$ cat config.mk
export PLATFORM = sky130hd
export DESIGN_NAME = exe_wb_elastic_latch
export DESIGN_NICKNAME = d
export VERILOG_FILES = /design/src/rtl/exe_wb_elastic_latch_pkg.sv /design/src/rtl/exe_wb_elastic_latch_pipe_payload_reg.sv /design/src/rtl/exe_wb_elastic_latch.sv
export SDC_FILE = /design/constraint.sdc
export NUM_CORES = 1
export LEC_CHECK = 0
export ABC_AREA = 1
export CAP_MARGIN = 20
export CORE_MARGIN = 4
export CORE_UTILIZATION = 53
export CTS_CLUSTER_DIAMETER = 120
export DETAILED_ROUTE_END_ITERATION = 8
export PLACE_DENSITY = 0.86
export SYNTH_ARGS = -nofsm -noshare
export SYNTH_HDL_FRONTEND = slang
export SYNTH_SLANG_ARGS = --single-unit
export TNS_END_PERCENT = 1
$ cat constraint.sdc
create_clock -name clock -period 4.1 [get_ports clock]
set_clock_uncertainty 0.2 [all_clocks]
set_input_delay 0.615 -clock clock [delete_from_list [all_inputs] [get_ports clock]]
set_output_delay 0.615 -clock clock [all_outputs]
set_load 0.05 [all_outputs]
$ cat src/rtl/exe_wb_elastic_latch_pkg.sv
// Shared defaults for the EXE->WB elastic latch.
// Holds default widths and the hardwired-zero register address.
package exe_wb_elastic_latch_pkg;

    localparam int XLEN_DEF       = 64;
    localparam int REG_ADDR_W_DEF = 5;
    localparam int INSTR_W_DEF    = 32;
    localparam int ZERO_REG_ADDR  = 0;

    // Packed entry layout: {wdata, waddr, we, instr}
    function automatic int payload_width(
        input int xlen,
        input int addr_w,
        input int instr_w
    );
        return xlen + addr_w + 1 + instr_w;
    endfunction

endpackage

$ cat src/rtl/exe_wb_elastic_latch_pipe_payload_reg.sv
// Load-enabled payload register for one latch entry.
// Clears asynchronously; holds its value unless load is high.
module exe_wb_elastic_latch_pipe_payload_reg #(
    parameter int W = 8
) (
    input  logic         clock,
    input  logic         reset,
    input  logic         load,
    input  logic [W-1:0] d,
    output logic [W-1:0] q
);

    logic [W-1:0] data_d;
    logic [W-1:0] data_q;

    // Next value: capture on load, otherwise hold
    always_comb begin
        data_d = data_q;
        if (load) begin
            data_d = d;
        end
    end

    // Storage with asynchronous clear
    always_ff @(posedge clock or negedge reset) begin
        if (!reset) begin
            data_q <= '0;
        end else begin
            data_q <= data_d;
        end
    end

    assign q = data_q;

endmodule

$ cat src/rtl/exe_wb_elastic_latch.sv
// EXE->WB pipeline latch with valid/ready handshake and one-entry skid.
// Head drives writeback and the forwarding tap; skid absorbs WB stalls.
module exe_wb_elastic_latch
    import exe_wb_elastic_latch_pkg::*;
#(
    parameter int XLEN     = XLEN_DEF,
    parameter int ADDR_W   = REG_ADDR_W_DEF,
    parameter int INSTR_W  = INSTR_W_DEF,
    parameter int ZERO_REG = 1
) (
    input  logic               clock,
    input  logic               reset,
    input  logic               flush,
    input  logic               exe_valid,
    output logic               exe_ready,
    input  logic [XLEN-1:0]    exe_wdata,
    input  logic [ADDR_W-1:0]  exe_waddr,
    input  logic               exe_we,
    input  logic [INSTR_W-1:0] exe_instr,
    output logic               wb_valid,
    input  logic               wb_ready,
    output logic [XLEN-1:0]    wb_wdata,
    output logic [ADDR_W-1:0]  wb_waddr,
    output logic               wb_we,
    output logic [INSTR_W-1:0] wb_instr,
    output logic               fwd_valid,
    output logic [ADDR_W-1:0]  fwd_addr,
    output logic [XLEN-1:0]    fwd_data,
    output logic               skid_full
);

    localparam int PW = payload_width(XLEN, ADDR_W, INSTR_W);

    logic          head_valid_d;
    logic          head_valid_q;
    logic          skid_valid_d;
    logic          skid_valid_q;
    logic          head_load;
    logic          skid_load;
    logic          head_from_skid;
    logic          in_fire;
    logic          out_fire;
    logic          head_we;
    logic          waddr_nonzero;
    logic [PW-1:0] exe_payload;
    logic [PW-1:0] head_in;
    logic [PW-1:0] head_payload;
    logic [PW-1:0] skid_payload;

    // Ready depends only on registered state, never on wb_ready
    assign exe_ready = !skid_valid_q;
    assign in_fire   = exe_valid && exe_ready;
    assign out_fire  = head_valid_q && wb_ready;

    assign exe_payload = {exe_wdata, exe_waddr, exe_we, exe_instr};

    // Occupancy and load control; flush overrides every other event
    always_comb begin
        head_valid_d   = head_valid_q;
        skid_valid_d   = skid_valid_q;
        head_load      = 1'b0;
        skid_load      = 1'b0;
        head_from_skid = 1'b0;
        if (flush) begin
            head_valid_d = 1'b0;
            skid_valid_d = 1'b0;
        end else if (!head_valid_q) begin
            if (in_fire) begin
                head_valid_d = 1'b1;
                head_load    = 1'b1;
            end
        end else if (out_fire) begin
            if (skid_valid_q) begin
                head_load      = 1'b1;
                head_from_skid = 1'b1;
                skid_valid_d   = 1'b0;
            end else if (in_fire) begin
                head_load = 1'b1;
            end else begin
                head_valid_d = 1'b0;
            end
        end else if (in_fire) begin
            skid_load    = 1'b1;
            skid_valid_d = 1'b1;
        end
    end

    // Valid bits for head and skid entries
    always_ff @(posedge clock or negedge reset) begin
        if (!reset) begin
            head_valid_q <= 1'b0;
            skid_valid_q <= 1'b0;
        end else begin
            head_valid_q <= head_valid_d;
            skid_valid_q <= skid_valid_d;
        end
    end

    assign head_in = head_from_skid ? skid_payload : exe_payload;

    exe_wb_elastic_latch_pipe_payload_reg #(
        .W (PW)
    ) u_head (
        .clock (clock),
        .reset (reset),
        .load  (head_load),
        .d     (head_in),
        .q     (head_payload)
    );

    exe_wb_elastic_latch_pipe_payload_reg #(
        .W (PW)
    ) u_skid (
        .clock (clock),
        .reset (reset),
        .load  (skid_load),
        .d     (exe_payload),
        .q     (skid_payload)
    );

    assign {wb_wdata, wb_waddr, head_we, wb_instr} = head_payload;

    assign wb_valid  = head_valid_q;
    assign wb_we     = head_we && head_valid_q;
    assign skid_full = skid_valid_q;

    // Writes to the hardwired-zero register are never forwarded
    assign waddr_nonzero = (ZERO_REG == 0) ||
                           (wb_waddr != ADDR_W'(ZERO_REG_ADDR));

    assign fwd_valid = wb_we && waddr_nonzero;
    assign fwd_addr  = wb_waddr;
    assign fwd_data  = wb_wdata;

endmodule

* Word level (Yosys, flattened, before mapping)
Cells that the tools add are included.
** Storage, ports and cells
- Memories kept :: 0
- Bits in latches :: 0
- Bits in writable memories :: 0
- Output and inout bits :: 175
- Register bits after elaboration :: 206
- Input bits :: 107
- Memory bits (read-only) :: 0
** Operators by class
- Bitwise logic cells :: 0
- Multiplexer cells :: 20
- Reductions and logical operators :: 9
- Eq/ne operators :: 0
- $add $sub $neg :: 0
- Shift operators :: 0
- Divide/modulo/power cells :: 0
- $lt $le $gt $ge :: 0
- Multiply operators :: 0
** Operators by type and width (count)
- $mux W102 :: 1
- $mux W1 :: 19
- $reduce_bool A5 Y1 :: 1
- $logic_and A1 B1 Y1 :: 4
- $reduce_bool A3 Y1 :: 1
- $reduce_and A2 Y1 :: 1
- $reduce_bool A2 Y1 :: 1
- $logic_not A1 Y1 :: 1

* Depth between registers and ports, before layout
- Depth after elaboration :: 7
- Gate-level depth with buffers :: 9
- Gate-level depth less buffers :: 7

* Hierarchy
A second synthesis with hierarchy kept.
** Unflattened totals
- Cell total of the unflattened synthesis :: 1299
- Area, all modules :: 9849.4 um^2
** By module, submodules not included
- exe_wb_elastic_latch_pipe_payload_reg :: instances 2, area each 3811.2 um^2, cells each 431
- exe_wb_elastic_latch :: instances 1, area each 2227.1 um^2, cells each 437

* Worst setup path before layout
OpenSTA, ideal clock, no wires.
- Path kind :: flip-flop to output port
- Start :: register head_valid_q (netlist: wb_valid)
- End :: output port fwd_valid
- Arrival time :: 1.596 ns
- Cell stages (with the launch flop) :: 5
- Setup slack :: 1.689 ns
- Cell sequence :: dfrtp_1 -> nand2_1 -> inv_1 -> o21ai_0 -> inv_1
** Between the ends
- Cells in the longest elaborated chain, start to end :: 2
** Ends and longest elaborated chain
- start: declaration :: RTL line exe_wb_elastic_latch.sv:35 : logic head_valid_q;
- start signal: assignment :: RTL line exe_wb_elastic_latch.sv:94 : head_valid_q <= head_valid_d;
- $logic_and A1 B1 Y1 :: RTL line exe_wb_elastic_latch.sv:124 : assign wb_we = head_we && head_valid_q;
- via wb_we :: RTL line exe_wb_elastic_latch.sv:24 : output logic wb_we,
- $logic_and A1 B1 Y1 :: RTL line exe_wb_elastic_latch.sv:131 : assign fwd_valid = wb_we && waddr_nonzero;
- end: declaration :: RTL line exe_wb_elastic_latch.sv:26 : output logic fwd_valid,
The timed path passes the listed nets, and every way through them passes these cells.

* Worst setup path after layout
- Start :: register head_valid_q (netlist: wb_valid)
- End :: output port fwd_valid
** Between the ends
- Cells in the longest elaborated chain, start to end :: 2
** Ends and longest elaborated chain (RTL line)
- $logic_and A1 B1 Y1 :: exe_wb_elastic_latch.sv:124
- $logic_and A1 B1 Y1 :: exe_wb_elastic_latch.sv:131
No other way between the ends.

==> impl_metrics.tcl <==
set metrics [dict create \
    overflow 0 \
    path_max_fanout 6 \
    synth_top_area_cell "dfrtp_1" \
    clk_latency_ns 0.49 \
    hp-class "input pin to asynchronous set/reset pin" \
    critPathLaunchType "register" \
    nFillCells 1575 \
    drv_cap 0 \
    clockBufferDepth 3 \
    worstSetupPathType "register to output pin" \
    fin_util 0.664 \
    antenna_found_initial 2 \
    initial_core_util 0.541 \
    yosysMostFrequentCell "nand2_1" \
    outcome "finished with violations" \
    cts_made_buffers 23 \
    clock-sinks 206 \
    power_mw 7.85 \
    yosys_warnings 0 \
    yosys_register_bits 206 \
    synth_cells 1402 \
    arrival_ns 2.19 \
    htreeDepth 1 \
    post_cts_resized 0 \
    setup_viol 0 \
    via_per_inst 5.05 \
    syn2layout_area_growth_pct 22.8 \
    synth.distinct_cells 12 \
    first_pass_iters 5 \
    port_buffers 281 \
    grt_pass1_vias 8827 \
    period_share 0.733 \
    dieArea_mm2 0.0222 \
    nets 1579 \
    power.leakage_nw 6.79 \
    synth.area.top_cells "dfrtp_1, nand2_1, buf_4" \
    cts-root-buf "clkbuf_16" \
    power_density_mw_per_mm2 605 \
    vias 8855 \
    ant_nets 0 \
    grt_usage 0.241 \
    drt_wl_total_um 26900 \
    max_freq_ghz 0.333 \
    grt_max_degree 103 \
    fin_tns_setup_ns 0 \
    slew_headroom 0.242 \
    gp_congestion 0.830 \
    seq_area_frac_synth 0.488 \
    synth_ff_type "dfrtp_1" \
    post_cts_buffers 0 \
    violations "negative hold slack" \
    synth_top_area_frac 0.488 \
    finalHoldViolCount 15 \
    syn_avg_cell_area_um2 7.53 \
    cts.clk_slew.worst_paths_ns 0.06 \
    synth_fp_nets 1509 \
    fin_hold_ws_ns -0.0205 \
    core_area_mm2 0.0195 \
    rsz0062_at_grt "false" \
    dp_hpwl_um 16600 \
    slew_viol_final 0 \
    worst_pin_slew_ns 1.14 \
    synth_edf_count 0 \
    r2r-start "wb_valid" \
    die_h_um 149 \
    synth_area_mm2 0.0106 \
    drc 0 \
    io_pins 282 \
    drtIter0Drc 648 \
    irDropWorstVdd_uv 389 \
    holdBufCountCts 0 \
    async_flop_share 1.00 \
    tritoncts "built" \
    die_w_um 149 \
    synthTopCellsByCount "nand2_1, dfrtp_1, buf_4" \
    rows 51 \
    worst-endpoint-required_ns 3.28 \
    routedWlPerCell_um 15.3 \
    grt_pass1_wl_um 44200 \
    drive_gt1_frac 0.0397 \
    cp-startpoint "wb_valid" \
    worstSetupEndpointType "output pin" \
    period_minus_slack_ns 3.00 \
]
[per-layer routing]
layer  vias up  track usage  share of wire
li1       4248            -              -
met1      4134        0.329           0.41
met2       416        0.391           0.47
met3        57       0.0486          0.091
met4         0       0.0764          0.028
met5         -            0              0
[metrics by stage]
| stage | hold slack (ns) | instances | area, um^2 | setup WS (ns) |
|---|---|---|---|---|
| final | -0.0205 | 1754 | 13000 | 1.10 |
| after floorplan | 0.119 | 1402 | 10600 | 1.69 |
| after global routing | 0.0494 | 1754 | 13000 | 0.999 |
| after CTS | 0.0368 | 1751 | 12900 | 1.06 |
| after global placement | 0.253 | 1711 | 12100 | 0.902 |
| after detailed placement | 0.259 | 1711 | 12100 | 0.854 |
[cells in the final DEF (no fill, tap or decap), drive strengths merged]
cell	Yosys	final
a21oi	3	3
buf	240	11
bufinv	0	4
clkbuf	7	30
clkdlybuf4s50	0	280
clkinv	0	8
dfrtp	206	206
diode	0	2
inv	8	7
nand2	825	825
nand3	103	103
nor2	8	8
o21ai	2	2
[sequential cells by signal, indices dropped and copies added, names as in the netlist]
signal and flops:
u_head.q 102, wb_valid 1, u_skid.q 102, skid_full 1
[logic make-up (layout without fill, tap and decap cells)]
kind of cell / Yosys count / in the layout / synth area share
AND/OR/NAND/NOR: 936 / 936 / 0.346
AO/OA/AOI/OAI: 5 / 5 / 0.00237
other: 0 / 2 / 0
buffers and inverters: 255 / 340 / 0.164
flip-flops: 206 / 206 / 0.488
[worst max-delay path, cell delays in order (launching register included)]
cell	delay [ns]
dfrtp_1	0.56
nand2_1	0.09
inv_1	0.10
o21ai_0	0.08
inv_1	0.06
clkdlybuf4s50_1	0.80
[final timing paths]
path | end | slack, ns | depth (start not counted)
max | fwd_valid | 1.10 | 5
min in group clock | u_skid.q[10] | 0.27 | 2
min | u_head.q[41] | -0.02 | 1
min reg2reg | u_skid.q[10] | 0.27 | 2
max in group asynchronous | u_skid.q[47] | 2.71 | 2
max reg2reg | u_head.q[16] | 1.30 | 8
[where the power goes]
group	internal (mW)	leakage (nW)	switching, mW
clock	1.35	0.399	0.810
sequential	2.53	2.57	0.327
combinational	0.907	3.82	1.92
[cell type report]
type	count	area, um^2	area share
Clock inverter	11	163	0.0125
Sequential cell	206	5150	0.398
Timing Repair Buffer	292	2940	0.226
Inverter	8	32.5	0.00251
Antenna cell	2	5.00	0.000386
Multi-Input combinational cell	941	3700	0.286
Clock buffer	29	638	0.0492
Tap cell	265	332	0.0256
No activity file was read; power rests on OpenSTA's default activity.
